<file path="src/rtl/total_pkg.sv">
// Shared constants for the Sentinel event reporter: cause bit positions,
// record width helper and the control FSM state type.
package total_pkg;

    localparam int CAUSE_ENTROPY = 0;
    localparam int CAUSE_THERM   = 1;
    localparam int CAUSE_HALT    = 2;
    localparam int CAUSE_OVF     = 3;
    localparam int EVT_CAUSE_W   = 4;

    typedef enum logic {
        ST_IDLE  = 1'b0,
        ST_ARMED = 1'b1
    } ctrl_state_t;

    // A record is the cause nibble stacked on top of the timestamp.
    function automatic int EVT_W(input int ts_w);
        return ts_w + EVT_CAUSE_W;
    endfunction

endpackage

</file>
<file path="src/rtl/total_sync_fifo.sv">
// Single-clock register FIFO; pointers carry an extra wrap bit so full and
// empty are told apart without a separate counter.
module total_sync_fifo #(
    parameter int WIDTH = 36,
    parameter int DEPTH = 16
) (
    input  logic                     clk,
    input  logic                     rst_n,
    input  logic                     push,
    input  logic                     pop,
    input  logic [WIDTH-1:0]         wdata,
    output logic [WIDTH-1:0]         rdata,
    output logic                     full,
    output logic                     empty,
    output logic [$clog2(DEPTH):0]   level
);

    localparam int AW = $clog2(DEPTH);
    localparam logic [AW:0] PTR_ONE = (AW+1)'(1);

    logic [WIDTH-1:0] mem [DEPTH];
    logic [AW:0]      wptr;
    logic [AW:0]      rptr;
    logic             wr_en;
    logic             rd_en;

    assign empty = (wptr == rptr);
    assign full  = (wptr[AW] != rptr[AW]) && (wptr[AW-1:0] == rptr[AW-1:0]);
    assign level = wptr - rptr;

    // A push into a full FIFO is still accepted when a pop frees the head slot.
    assign rd_en = pop && !empty;
    assign wr_en = push && (!full || rd_en);

    assign rdata = empty ? '0 : mem[rptr[AW-1:0]];

    always_ff @(posedge clk) begin
        if (!rst_n) begin
            wptr <= '0;
            rptr <= '0;
        end else begin
            if (wr_en) wptr <= wptr + PTR_ONE;
            if (rd_en) rptr <= rptr + PTR_ONE;
        end
    end

    always_ff @(posedge clk) begin
        if (wr_en) mem[wptr[AW-1:0]] <= wdata;
    end

endmodule

</file>
<file path="src/rtl/sentinel_event_reporter.sv">
// Turns rising edges on the alarm levels into timestamped records buffered
// for software, with a sticky alarm flag and a saturating drop counter.
module sentinel_event_reporter
    import total_pkg::*;
#(
    parameter int TS_W   = 32,
    parameter int DEPTH  = 16,
    parameter int DROP_W = 8
) (
    input  logic                      clk,
    input  logic                      rst_n,
    input  logic                      entropy_alarm,
    input  logic                      thermal_shutdown,
    input  logic                      system_halt,
    output logic                      evt_valid,
    input  logic                      evt_ready,
    output logic [EVT_W(TS_W)-1:0]    evt_data,
    input  logic                      sw_ack,
    output logic                      alarm_sticky,
    output logic [DROP_W-1:0]         drop_count,
    output logic [$clog2(DEPTH):0]    fifo_level
);

    localparam int RW = EVT_W(TS_W);

    logic [TS_W-1:0] ts;
    logic [2:0]      raw;
    logic [2:0]      cur;
    logic [2:0]      prev;
    logic [2:0]      rise;
    logic            event_hit;
    logic            ovf_pending;
    logic            fifo_full;
    logic            fifo_empty;
    logic            pop;
    logic            push;
    logic            dropped;
    logic [RW-1:0]   record;
    ctrl_state_t     state;

    assign raw       = {system_halt, thermal_shutdown, entropy_alarm};
    assign rise      = cur & ~prev;
    assign event_hit = |rise;
    assign evt_valid = !fifo_empty;
    assign pop       = evt_valid && evt_ready;
    assign push      = event_hit && (!fifo_full || pop);
    assign dropped   = event_hit && !push;

    always_comb begin
        record                      = '0;
        record[TS_W-1:0]            = ts;
        record[TS_W+CAUSE_ENTROPY]  = rise[CAUSE_ENTROPY];
        record[TS_W+CAUSE_THERM]    = rise[CAUSE_THERM];
        record[TS_W+CAUSE_HALT]     = rise[CAUSE_HALT];
        record[TS_W+CAUSE_OVF]      = ovf_pending;
    end

    // History resets to zero so a level already high at release counts as an edge.
    always_ff @(posedge clk) begin
        if (!rst_n) begin
            ts   <= '0;
            cur  <= '0;
            prev <= '0;
        end else begin
            ts   <= ts + TS_W'(1);
            cur  <= raw;
            prev <= cur;
        end
    end

    always_ff @(posedge clk) begin
        if (!rst_n) begin
            drop_count  <= '0;
            ovf_pending <= 1'b0;
        end else begin
            if (dropped && (drop_count != '1)) drop_count <= drop_count + DROP_W'(1);
            if (dropped)   ovf_pending <= 1'b1;
            else if (push) ovf_pending <= 1'b0;
        end
    end

    // The sticky flag mirrors ARMED; an event in the ack cycle keeps it set.
    always_ff @(posedge clk) begin
        if (!rst_n) begin
            state        <= ST_IDLE;
            alarm_sticky <= 1'b0;
        end else begin
            case (state)
                ST_IDLE: begin
                    if (event_hit) begin
                        state        <= ST_ARMED;
                        alarm_sticky <= 1'b1;
                    end
                end
                ST_ARMED: begin
                    if (sw_ack && fifo_empty && (raw == 3'b000) && !event_hit) begin
                        state        <= ST_IDLE;
                        alarm_sticky <= 1'b0;
                    end
                end
                default: begin
                    state        <= ST_IDLE;
                    alarm_sticky <= 1'b0;
                end
            endcase
        end
    end

    total_sync_fifo #(
        .WIDTH (RW),
        .DEPTH (DEPTH)
    ) u_fifo (
        .clk   (clk),
        .rst_n (rst_n),
        .push  (push),
        .pop   (pop),
        .wdata (record),
        .rdata (evt_data),
        .full  (fifo_full),
        .empty (fifo_empty),
        .level (fifo_level)
    );

endmodule

</file>
<file path="config.mk">
export PLATFORM = sky130hd
export DESIGN_NAME = sentinel_event_reporter
export DESIGN_NICKNAME = d
export VERILOG_FILES = /design/src/rtl/total_pkg.sv /design/src/rtl/total_sync_fifo.sv /design/src/rtl/sentinel_event_reporter.sv
export SDC_FILE = /design/constraint.sdc
export NUM_CORES = 1
export LEC_CHECK = 0
export CAP_MARGIN = 15
export CORE_ASPECT_RATIO = 1.75
export CORE_UTILIZATION = 64
export CTS_BUF_LIST = sky130_fd_sc_hd__clkbuf_8
export DETAILED_ROUTE_END_ITERATION = 12
export GPL_TIMING_DRIVEN = 0
export HOLD_SLACK_MARGIN = 0.1
export PLACE_DENSITY = 0.91
export SYNTH_ARGS = -nofsm -noshare
export SYNTH_HDL_FRONTEND = slang
export SYNTH_HIERARCHICAL = 1
export SYNTH_SLANG_ARGS = --single-unit
</file>
<file path="constraint.sdc">
create_clock -name clk -period 4.5 [get_ports clk]
set_input_delay 0.9 -clock clk [delete_from_list [all_inputs] [get_ports clk]]
set_output_delay 0.9 -clock clk [all_outputs]
set_load 0.1 [all_outputs]
</file>
Word-level counts from Yosys, hierarchy flattened
Memories as Yosys holds them, arrays and structs flattened. A register that Yosys moved wholly into a read port is not among the register bits.
Index checks and enable logic that the tools add are counted.
{"block": "classes", "n_addsub": 5, "n_eq_ne": 6, "muxes": 13, "bitwise": 3, "reduce_logical": 20}
{"cell": "$mux W36", "count": 1}
{"cell": "$add A32 B1 Y32 const B", "count": 1}
{"cell": "$add A5 B1 Y5 const B", "count": 2}
{"cell": "$logic_and A1 B1 Y1", "count": 10}
{"cell": "$add A8 B1 Y8 const B", "count": 1}
{"cell": "$mux W1", "count": 8}
{"cell": "$mux W4", "count": 2}
{"cell": "$ne A8 B8 Y1 const B", "count": 1}
{"cell": "$eq A5 B5 Y1", "count": 1}
{"cell": "$sub A5 B5 Y5", "count": 1}
{"cell": "$eq A4 B4 Y1", "count": 1}
{"cell": "$logic_not A1 Y1", "count": 4}
{"cell": "$pmux W1 S2", "count": 2}
{"cell": "$and A3 B3 Y3", "count": 1}
{"cell": "$logic_not A3 Y1", "count": 1}
{"cell": "$not A3 Y3", "count": 1}
{"cell": "$reduce_or A3 Y1", "count": 1}
{"cell": "$logic_or A1 B1 Y1", "count": 2}
{"cell": "$ne A2 B1 Y1 const B", "count": 1}
{"cell": "$ne A2 B2 Y1 const B", "count": 1}
{"cell": "$reduce_and A2 Y1", "count": 1}
{"cell": "$reduce_bool A2 Y1", "count": 1}
{"cell": "$ne A1 B1 Y1", "count": 1}
{"cell": "$not A1 Y1", "count": 1}
{"block": "word_totals", "register_bits": 59, "ramBits": 576, "inputBits": 7, "output_inout_bits": 51, "elab_cells": 57, "mem_count": 1}
{"memory": "u_fifo.mem", "depth": 16, "word_bits": 36, "read_ports": 1, "rd_ports_with_merged_regs": 1, "write_ports": 1, "line": "total_sync_fifo.sv:21", "text": "logic [WIDTH-1:0] mem [DEPTH];"}

Depth between registers and ports, before layout
Gate-level depths: netlist of run 1.
{"block": "depth", "depth_word": 8, "depth_mapped": 11}

Modules after synthesis
Netlist of run 1, hierarchy kept.
{"module": "total_sync_fifo", "n_inst": 1, "cells_each": 975, "area_per_inst_um2": 23002.1, "seq_area_each_um2": 17576.9}
{"module": "sentinel_event_reporter", "n_inst": 1, "cells_each": 255, "area_per_inst_um2": 2239.6, "seq_area_each_um2": 980.9}

Worst setup path before layout of run 1
Ideal clock, no wire load.
{"block": "synth_timing", "path_type": "reg-to-output", "startpoint": "register u_fifo.wptr[0]", "endpoint": "output port fifo_level[4]", "t_arrival_ns": 2.645, "slack_ns": 0.955, "stages_incl_launch_ff": 8, "n_path_buf": 0, "cell_sequence": "dfxtp_1 inv_1 ha_1 inv_1 fa_1 a21o_1 a21oi_1 xnor2_1"}
{"block": "synth_between", "elab_chain_cells": 1}
{"item": "from (decl)", "line": "total_sync_fifo.sv:22", "text": "logic [AW:0] wptr;"}
{"item": "from (signal assigned)", "line": "total_sync_fifo.sv:42", "text": "if (wr_en) wptr <= wptr + PTR_ONE;"}
{"item": "$sub A5 B5 Y5", "line": "total_sync_fifo.sv:29", "text": "assign level = wptr - rptr;"}
{"item": "to (decl)", "line": "sentinel_event_reporter.sv:21", "text": "output logic [$clog2(DEPTH):0] fifo_level"}
No other way between the ends.

==> results_dict.tcl, run 1 <==
set metrics [dict create \
    drv_cap 0 \
    p_comb_frac 0.137 \
    overflow 0 \
    numPortBuffers 57 \
    worst_pin_slew_ns 1.154 \
    layout_common_cells "edfxtp_1, clkbuf_8, mux4_2" \
    power_mw 12.55 \
    clock_path_buffers 3 \
    rsz0062_at_grt "false" \
    grt_max_degree 26 \
    slew_headroom 0.2290 \
    ys_seq_elements 639 \
    cts_buffers 80 \
    core_sq_um 38630 \
    ioPinCount 58 \
    viasPerCell 7.032 \
    power_frac_clock 0.340 \
    wl_per_cell_um 31.06 \
    period_share 1.002 \
    setup_viol 1 \
    synthesis.nets 1249 \
    hold_path_class "flop to flop" \
    grt_pass1_wl_um 88520 \
    synth-seq-area-share 0.7352 \
    startpoint_type "flop" \
    layout_commonest_cell "edfxtp_1" \
    seq_area_sq_um 18560 \
    grt_use_met2 0.5483 \
    status "finished, violations left" \
    use_met1 0.3495 \
    fmax_mhz 221.7 \
    antenna_found_initial 1 \
    violations "design-rule violations, negative setup slack" \
    yosys_most_used_dff "edfxtp_1" \
    hold_violations 0 \
    fillerInstances 1832 \
    initialDrtViolationCount 1793 \
    final.setup.worst_slack_ns -0.01041 \
    utilization 0.7379 \
    fp.dieArea_sq_um 40270 \
    die_w_um 152.1 \
    cts_max_level 3 \
    critical_path_arrival_ns 3.61 \
    p_switching_mw 3.327 \
    drt-pass1-iter-count 11 \
    syn_avg_cell_area_sq_um 20.52 \
    clk_latency_ns 0.67 \
    p_seq_frac 0.523 \
    gp_congestion 0.8204 \
    area_growth_pct 12.93 \
    grtUsageTotal 0.3080 \
    grt_pass1_vias 14320 \
    nets 1409 \
    power.density_nw_per_um2 440.1 \
    synthesis.area_sq_um 25240 \
    yosys_warnings 6 \
    fp.dieH_um 264.7 \
    grt_util_met3 0.05689 \
    post-route-min-period_ns 4.510 \
    p_sw_frac 0.2652 \
    finClkSkew_ns 0.04688 \
    crit_fanout 10 \
    cp_data_required_time_ns 3.60 \
    multiInputGateArea_sq_um 6281 \
    drv_slew 0 \
    wirelength_um 60360 \
    p_int_mw 9.219 \
    p_leak_nw 9.340 \
    tritoncts "yes" \
    ant_nets 0 \
    root_buffer "clkbuf_8" \
    rows 95 \
    cts_sinks 639 \
    vias 13660 \
    drive_gt1_frac 0.2491 \
    syn_inst 1230 \
    initial_core_util 0.6534 \
    critPathKind "flop to output pin" \
    synth_cell_types 55 \
    synth_edf_count 576 \
    endpoint_kind "output pin" \
    ir_drop_mv 0.3718 \
    async_flop_share 0 \
    grt-busiest-layer "met2" \
    place_hpwl_um 35580 \
    clk_pin_slew_ns 0.07 \
    drc 8 \
]
## cells by family after synthesis
group / share of synthesized area
flops: 0.7352
simple gates: 0.04575
mux: 0.1580
compound gates: 0.02949
buf+inv: 0.01774
xor+xnor: 0.007584
fa+ha+maj: 0.006246
## registers in the layout (all words and copies together) (netlist names), named ones only
name          count
alarm_sticky      1
cur               3
drop_count        8
ovf_pending       1
prev              3
state             1
ts               32
u_fifo/mem      576
u_fifo/rptr       5
u_fifo/wptr       5
## critical path, cell delays in order, from the launching register on
cell           delay [ns]
dfxtp_1              0.37
clkbuf_2             0.46
clkbuf_2             0.47
mux4_1               0.39
mux2_2               0.29
a221o_1              0.36
dlygate4sd2_1        0.61
## worst paths after layout
path / startpoint / to / slack, ns / cells after the start
worst max-delay path: flop / evt_data[0] / -0.01 / 6
worst min-delay path: cur[1] / prev[1] / 0.49 / 1
worst max register to register: cur[2] / u_fifo/mem[1][9] / 0.40 / 8
worst min register to register: cur[1] / prev[1] / 0.49 / 1
## power groups by stage
stage               clock network, mW  registers [mW]  logic [mW]
global placement                    0            6.68        1.68
finish                           4.27            6.56        1.72
detailed placement                  0            6.69        1.73
global route                     4.54            6.56        1.76
CTS                              4.29            6.56        1.73
floorplan                           0            6.67        1.28
## cell usage after synthesis (2+ instances only)
| cell type | instances | area [sq um] |
|---|---|---|
| or4_1 | 9 | 67.56 |
| and4_1 | 3 | 26.28 |
| buf_12 | 7 | 140.1 |
| and3_1 | 12 | 75.07 |
| o31ai_1 | 6 | 45.04 |
| mux2i_1 | 11 | 110.1 |
| o311ai_0 | 5 | 43.79 |
| buf_2 | 19 | 95.09 |
| mux2_2 | 36 | 405.4 |
| inv_1 | 17 | 63.81 |
| mux4_1 | 61 | 1603 |
| o21a_1 | 2 | 15.01 |
| and2_1 | 18 | 112.6 |
| a21oi_1 | 18 | 90.09 |
| o21ai_0 | 8 | 40.04 |
| buf_6 | 2 | 22.52 |
| or3_2 | 2 | 15.01 |
| nor4_1 | 8 | 50.05 |
| edfxtp_1 | 576 | 17300 |
| nand4_1 | 12 | 75.07 |
| nor2_1 | 18 | 67.56 |
| o21ai_1 | 3 | 15.01 |
| mux4_2 | 83 | 1869 |
| nor2_2 | 2 | 12.51 |
| ha_1 | 11 | 137.6 |
| a221o_1 | 36 | 360.4 |
| nand2_1 | 25 | 93.84 |
| nand2b_1 | 15 | 93.84 |
| nand3_1 | 13 | 65.06 |
| a21o_1 | 2 | 15.01 |
| a21boi_1 | 2 | 15.01 |
| and3b_1 | 2 | 17.52 |
| clkbuf_1 | 29 | 108.9 |
| xnor2_1 | 16 | 140.1 |
| or3_1 | 5 | 31.28 |
| o41ai_1 | 7 | 61.31 |
| xor2_1 | 4 | 35.03 |
| nand4_2 | 2 | 25.02 |
| nor3_1 | 5 | 25.02 |
| dfxtp_1 | 63 | 1261 |
| nor2b_1 | 41 | 256.5 |
## routing by layer
metal	up-vias	share of wire
li1	5470	-
met1	6857	0.32
met2	1069	0.54
met3	267	0.094
met4	0	0.054
met5	-	0
## per-stage QoR
step	hold slack, ns	instance area (sq um)	setup slack, ns	TNS [ns]	instances
after floorplan	0.4214	25240	0.9550	0	1230
after global placement	0.4300	26420	-0.3245	-29.72	1772
after detailed placement	0.4442	26780	-0.3871	-10.15	1788
after CTS	0.4785	28560	0.002863	0	1940
after global routing	0.4988	28510	0.002195	0	1943
final	0.4947	28510	-0.01041	-0.01041	1943
## area by class of cell
class	instances	share of cell area
flip-flops and latches	639	0.6510
inverters	18	0.002370
multi-input cells	515	0.2203
diodes	1	0.00008778
well taps	485	0.02129
repair buffers	78	0.03257
clock buffers	91	0.04394
clock inverters	58	0.01427
plain buffers	58	0.01413
## what timing repair did
action,CTS,global route
pin swaps,2,0
setup buffers,3,0
gates resized for setup,115,33
hold buffers,0,0
setup endpoints to repair,36,18
No activity file was read; power rests on OpenSTA's default activity.
==> inputs of run 2 (changes only) <==
--- a/config.mk
+++ b/config.mk
@@ -7,12 +7,12 @@
 export LEC_CHECK = 0
 export CAP_MARGIN = 15
 export CORE_ASPECT_RATIO = 1.75
-export CORE_UTILIZATION = 64
+export CORE_UTILIZATION = 60
 export CTS_BUF_LIST = sky130_fd_sc_hd__clkbuf_8
 export DETAILED_ROUTE_END_ITERATION = 12
 export GPL_TIMING_DRIVEN = 0
 export HOLD_SLACK_MARGIN = 0.1
-export PLACE_DENSITY = 0.91
+export PLACE_DENSITY = 0.86
 export SYNTH_ARGS = -nofsm -noshare
 export SYNTH_HDL_FRONTEND = slang
 export SYNTH_HIERARCHICAL = 1
==> run 2 against run 1 <==
Net effect: the run now ends clean; fmax up 1.2%; clock skew is 0.018 ns lower; sequential cell count stayed put; clock-buffer cell count increased by 3; non-clock buffer count rose by 2; critical endpoint is now evt_data[14]; largest power group unchanged.
==> results_dict.tcl, run 2 (same netlist as run 1, synthesis figures left out) <==
set metrics [dict create \
    status "finished, final reports clean" \
    grt_pass1_vias 13840 \
    nets 1414 \
    viasPerCell 6.582 \
    power.density_nw_per_um2 440.1 \
    drive_gt1_frac 0.2510 \
    final.setup.worst_slack_ns 0.04345 \
    endpoint_kind "output pin" \
    numPortBuffers 57 \
    layout_commonest_cell "edfxtp_1" \
    ir_drop_mv 0.3218 \
    finClkSkew_ns 0.02929 \
    critical_path_arrival_ns 3.56 \
    worst_pin_slew_ns 1.229 \
    wirelength_um 58790 \
    ioPinCount 58 \
    vias 13260 \
    cts_hold_buf 0 \
    finalSetupTns_ns 0 \
    worstPathCellList "clkbuf_2, clkbuf_1, mux4_1, mux2_2, a221o_1, clkdlybuf4s15_2" \
    critPathKind "flop to output pin" \
    clock_path_buffers 3 \
    tritoncts "yes" \
    gp_congestion 0.8113 \
    post-route-min-period_ns 4.457 \
    drt-pass1-iter-count 5 \
    ant_nets 0 \
    hold_path_class "flop to flop" \
    dp_slack_ns -0.3359 \
    layout_common_cells "edfxtp_1, clkbuf_8, mux4_2" \
    core_sq_um 41620 \
    stdcell_area_sq_um 28730 \
    initialDrtViolationCount 1515 \
    hold_violations 0 \
    die_w_um 157.0 \
    wl_per_cell_um 29.19 \
    largest_reg_flops 576 \
    antenna_found_initial 1 \
    grtUsageTotal 0.2859 \
    cts_buffers 83 \
    slowest_delay_ns 0.62 \
    grt_max_degree 30 \
    clk_latency_ns 0.65 \
    drv_cap 0 \
    place_hpwl_um 37610 \
    utilization 0.6902 \
    slowest_stage "clkbuf_1" \
    fp.dieH_um 273.3 \
    period_share 0.9903 \
    startpoint_type "flop" \
    cts_max_level 3 \
    fp.dieArea_sq_um 42930 \
    clk_pin_slew_ns 0.06 \
    slew_headroom 0.1734 \
    drc 0 \
    multiInputGateArea_sq_um 6284 \
    drv_slew 0 \
    fmax_mhz 224.4 \
    rows 99 \
    root_buffer "clkbuf_8" \
    overflow 0 \
    crit_fanout 10 \
    cp_data_required_time_ns 3.60 \
    fillerInstances 2413 \
    initial_core_util 0.6065 \
    seq_area_sq_um 18560 \
    area_growth_pct 13.80 \
    dpl_cell_area_sq_um 26880 \
    setup_viol 0 \
    cts_sinks 639 \
    grt_pass1_wl_um 86220 \
    p_leak_nw 9.339 \
]
-- run 2: cell count changes in the layout (fill, tap and decap cells not counted), sizes merged, moves of 2 or more --
cell           delta
clkdlybuf4s15    +12
buf               -9
clkinv            -5
clkinvlp          +2
dlygate4sd2       +2
-- run 2: area by class of cell --
class / count / area share
sequential: 639 / 0.6460
multi-input combinational: 515 / 0.2187
clock buffer: 94 / 0.04504
timing repair buffer: 80 / 0.03541
tap: 555 / 0.02417
clock inverter: 54 / 0.01424
buffer: 58 / 0.01394
inverter: 18 / 0.002352
antenna: 1 / 0.00008711
-- run 2: repair_timing --
item                       CTS  global route
cloned                       0             0
resized for setup          112             8
setup endpoints to repair   36            23
pin swaps                    2             0
buffers inserted             5             0
-- run 2: routing by layer --
layer  vias up  global-route usage  wire length (um)
li1       5477                   -                 -
met1      6748              0.3187             19010
met2       822              0.5151             32390
met3       210             0.04877              4479
met4         0              0.1587              2917
met5         -                   0                 0
-- run 2: path summary, 6_finish.rpt --
check / start / end / slack, ns / cells after the start
hold reg to reg: cur[1] / prev[1] / 0.45 / 1
hold / removal: cur[1] / prev[1] / 0.45 / 1
setup / recovery: flop / evt_data[14] / 0.04 / 6
setup reg to reg: cur[0] / u_fifo/mem[8][27] / 0.65 / 8
-- run 2: stage by stage --
step	power, mW	hold WS [ns]	cells
floorplan	7.957	0.4214	1230
global placement	8.371	0.4300	1842
detailed placement	8.422	0.4380	1860
CTS	12.67	0.4526	2013
global route	12.96	0.4806	2014
finish	12.64	0.4497	2014
-- run 2: power by group --
| part | internal, mW | total, mW | switching (mW) |
|---|---|---|---|
| combinational | 0.514 | 1.73 | 1.22 |
| clock | 2.27 | 4.36 | 2.08 |
| sequential | 6.51 | 6.56 | 0.0447 |
| total | 9.30 | 12.6 | 3.34 |
-- run 2: critical path: cells and delay by family (launching register included) --
| family | cells | cell delay [ns] |
|---|---|---|
| buffers and inverters | 3 | 1.53 |
| AO/OA/AOI/OAI | 1 | 0.36 |
| multiplexers | 2 | 0.69 |
| flip-flops | 1 | 0.34 |
==> patch (settings of run 2) <==
The parameter `TS_W` goes from 32 to 36.
--- a/src/rtl/sentinel_event_reporter.sv
+++ b/src/rtl/sentinel_event_reporter.sv
@@ -4,5 +4,5 @@
     import total_pkg::*;
 #(
-    parameter int TS_W   = 32,
+    parameter int TS_W   = 36,
     parameter int DEPTH  = 16,
     parameter int DROP_W = 8
Ports: changed (resized evt_data); port bits go from 58 to 62. No check against the original RTL was run, so the function may have changed too.
==> patch against run 2 <==
- sequential share of layout area up 2.0 points
- final area is 7.4% higher
- worst setup slack improved by 0.047 ns
- wire length grew 5.7%
- power rose by 8.1%
- sequential cell count grew 68
- first-iteration DRC count fell by 9.0%
- synthesized area is 9.0% higher
- clock skew increased by 0.0063 ns
- critical endpoint is now evt_data[28]
==> patch: results (changes against run 2) <==
met2 routed WL=34.0 mm (+4.9%); Metal-1 WL=20.1 mm (+6.0%); total wire length=62.1 mm (+5.7%); gpl congestion=0.797 (-1.7%); met3 wire length=4.98 mm (+11%); first-pass GRT wire length=92.7 mm (+7.5%); grt met2 use=49.4% (-2.1 points); Post-CTS Setup Bufs=1 (-4); Power Combinational=1.85 mW (+7%); vias in the first global route=15.4k (+11%); Setup WS pre-CTS=-0.374 ns (-0.0382 ns); outcome=complete, no violations; worst skew pair latency=0.67 ns (+0.02 ns); dpl cells=2004 (+7.7%); overall global routing resource usage=27.7% (-0.86 points); top cells by count, synth=edfxtp_1 (640), mux4_2 (160), dfxtp_1 (67); synthesized instance count=1350 (+9.8%); mux share of post-synthesis cell area=15.1% (-0.71 points); Arrival @ worst endpoint=3.51 ns (-0.05 ns); routing usage on met3=4.60% (-0.28 points); leakage=10.1 nW (+8.0%); Finished Layout Cells=2168 (+7.6%); Final #Nets=1542 (+9.1%); DP HPWL=39.0 mm (+3.8%); main area contributors after synthesis=edfxtp_1 (70%), mux4_2 (13%), dfxtp_1 (4.9%), mux2_2 (1.6%), a221o_1 (1.5%); area of placed instances=29200 um^2 (+8.6%); Buffers on Ports=61 (+7.0%); clock network power=4.57 mW (+4.8%); crit-path max cell delay=0.47 ns (-0.15 ns); Synth Area in Compound Gates=2.99% (+0.042 points); sw frac=26.5% (+0.061 points); EDFF count, synth=640 (+11%)
-- patch: path summary, 6_finish.rpt --
check,start,to,slack (ns),cells after the start
setup / recovery,u_fifo/wptr[0]$_SDFFE_PN0P_,evt_data[28],0.09,8
hold / removal,cur[1]$_SDFF_PN0_,prev[1]$_SDFF_PN0_,0.49,1
setup reg to reg,u_fifo/wptr[0]$_SDFFE_PN0P_,u_fifo/mem[1][22]$_DFFE_PP_,0.57,11
hold reg to reg,cur[1]$_SDFF_PN0_,prev[1]$_SDFF_PN0_,0.49,1
-- patch: layout make-up --
cell class                      instances  area (um^2)  share of cell area, %
Timing Repair Buffer                   82          785                   2.54
Antenna cell                            1         2.50                0.00811
Inverter                               17         63.8                  0.207
Sequential cell                       707        20600                   66.6
Tap cell                              577          722                   2.34
Clock buffer                           99         1360                   4.42
Buffer                                 68          385                   1.25
Clock inverter                         59          388                   1.26
Multi-Input combinational cell        558         6590                   21.3
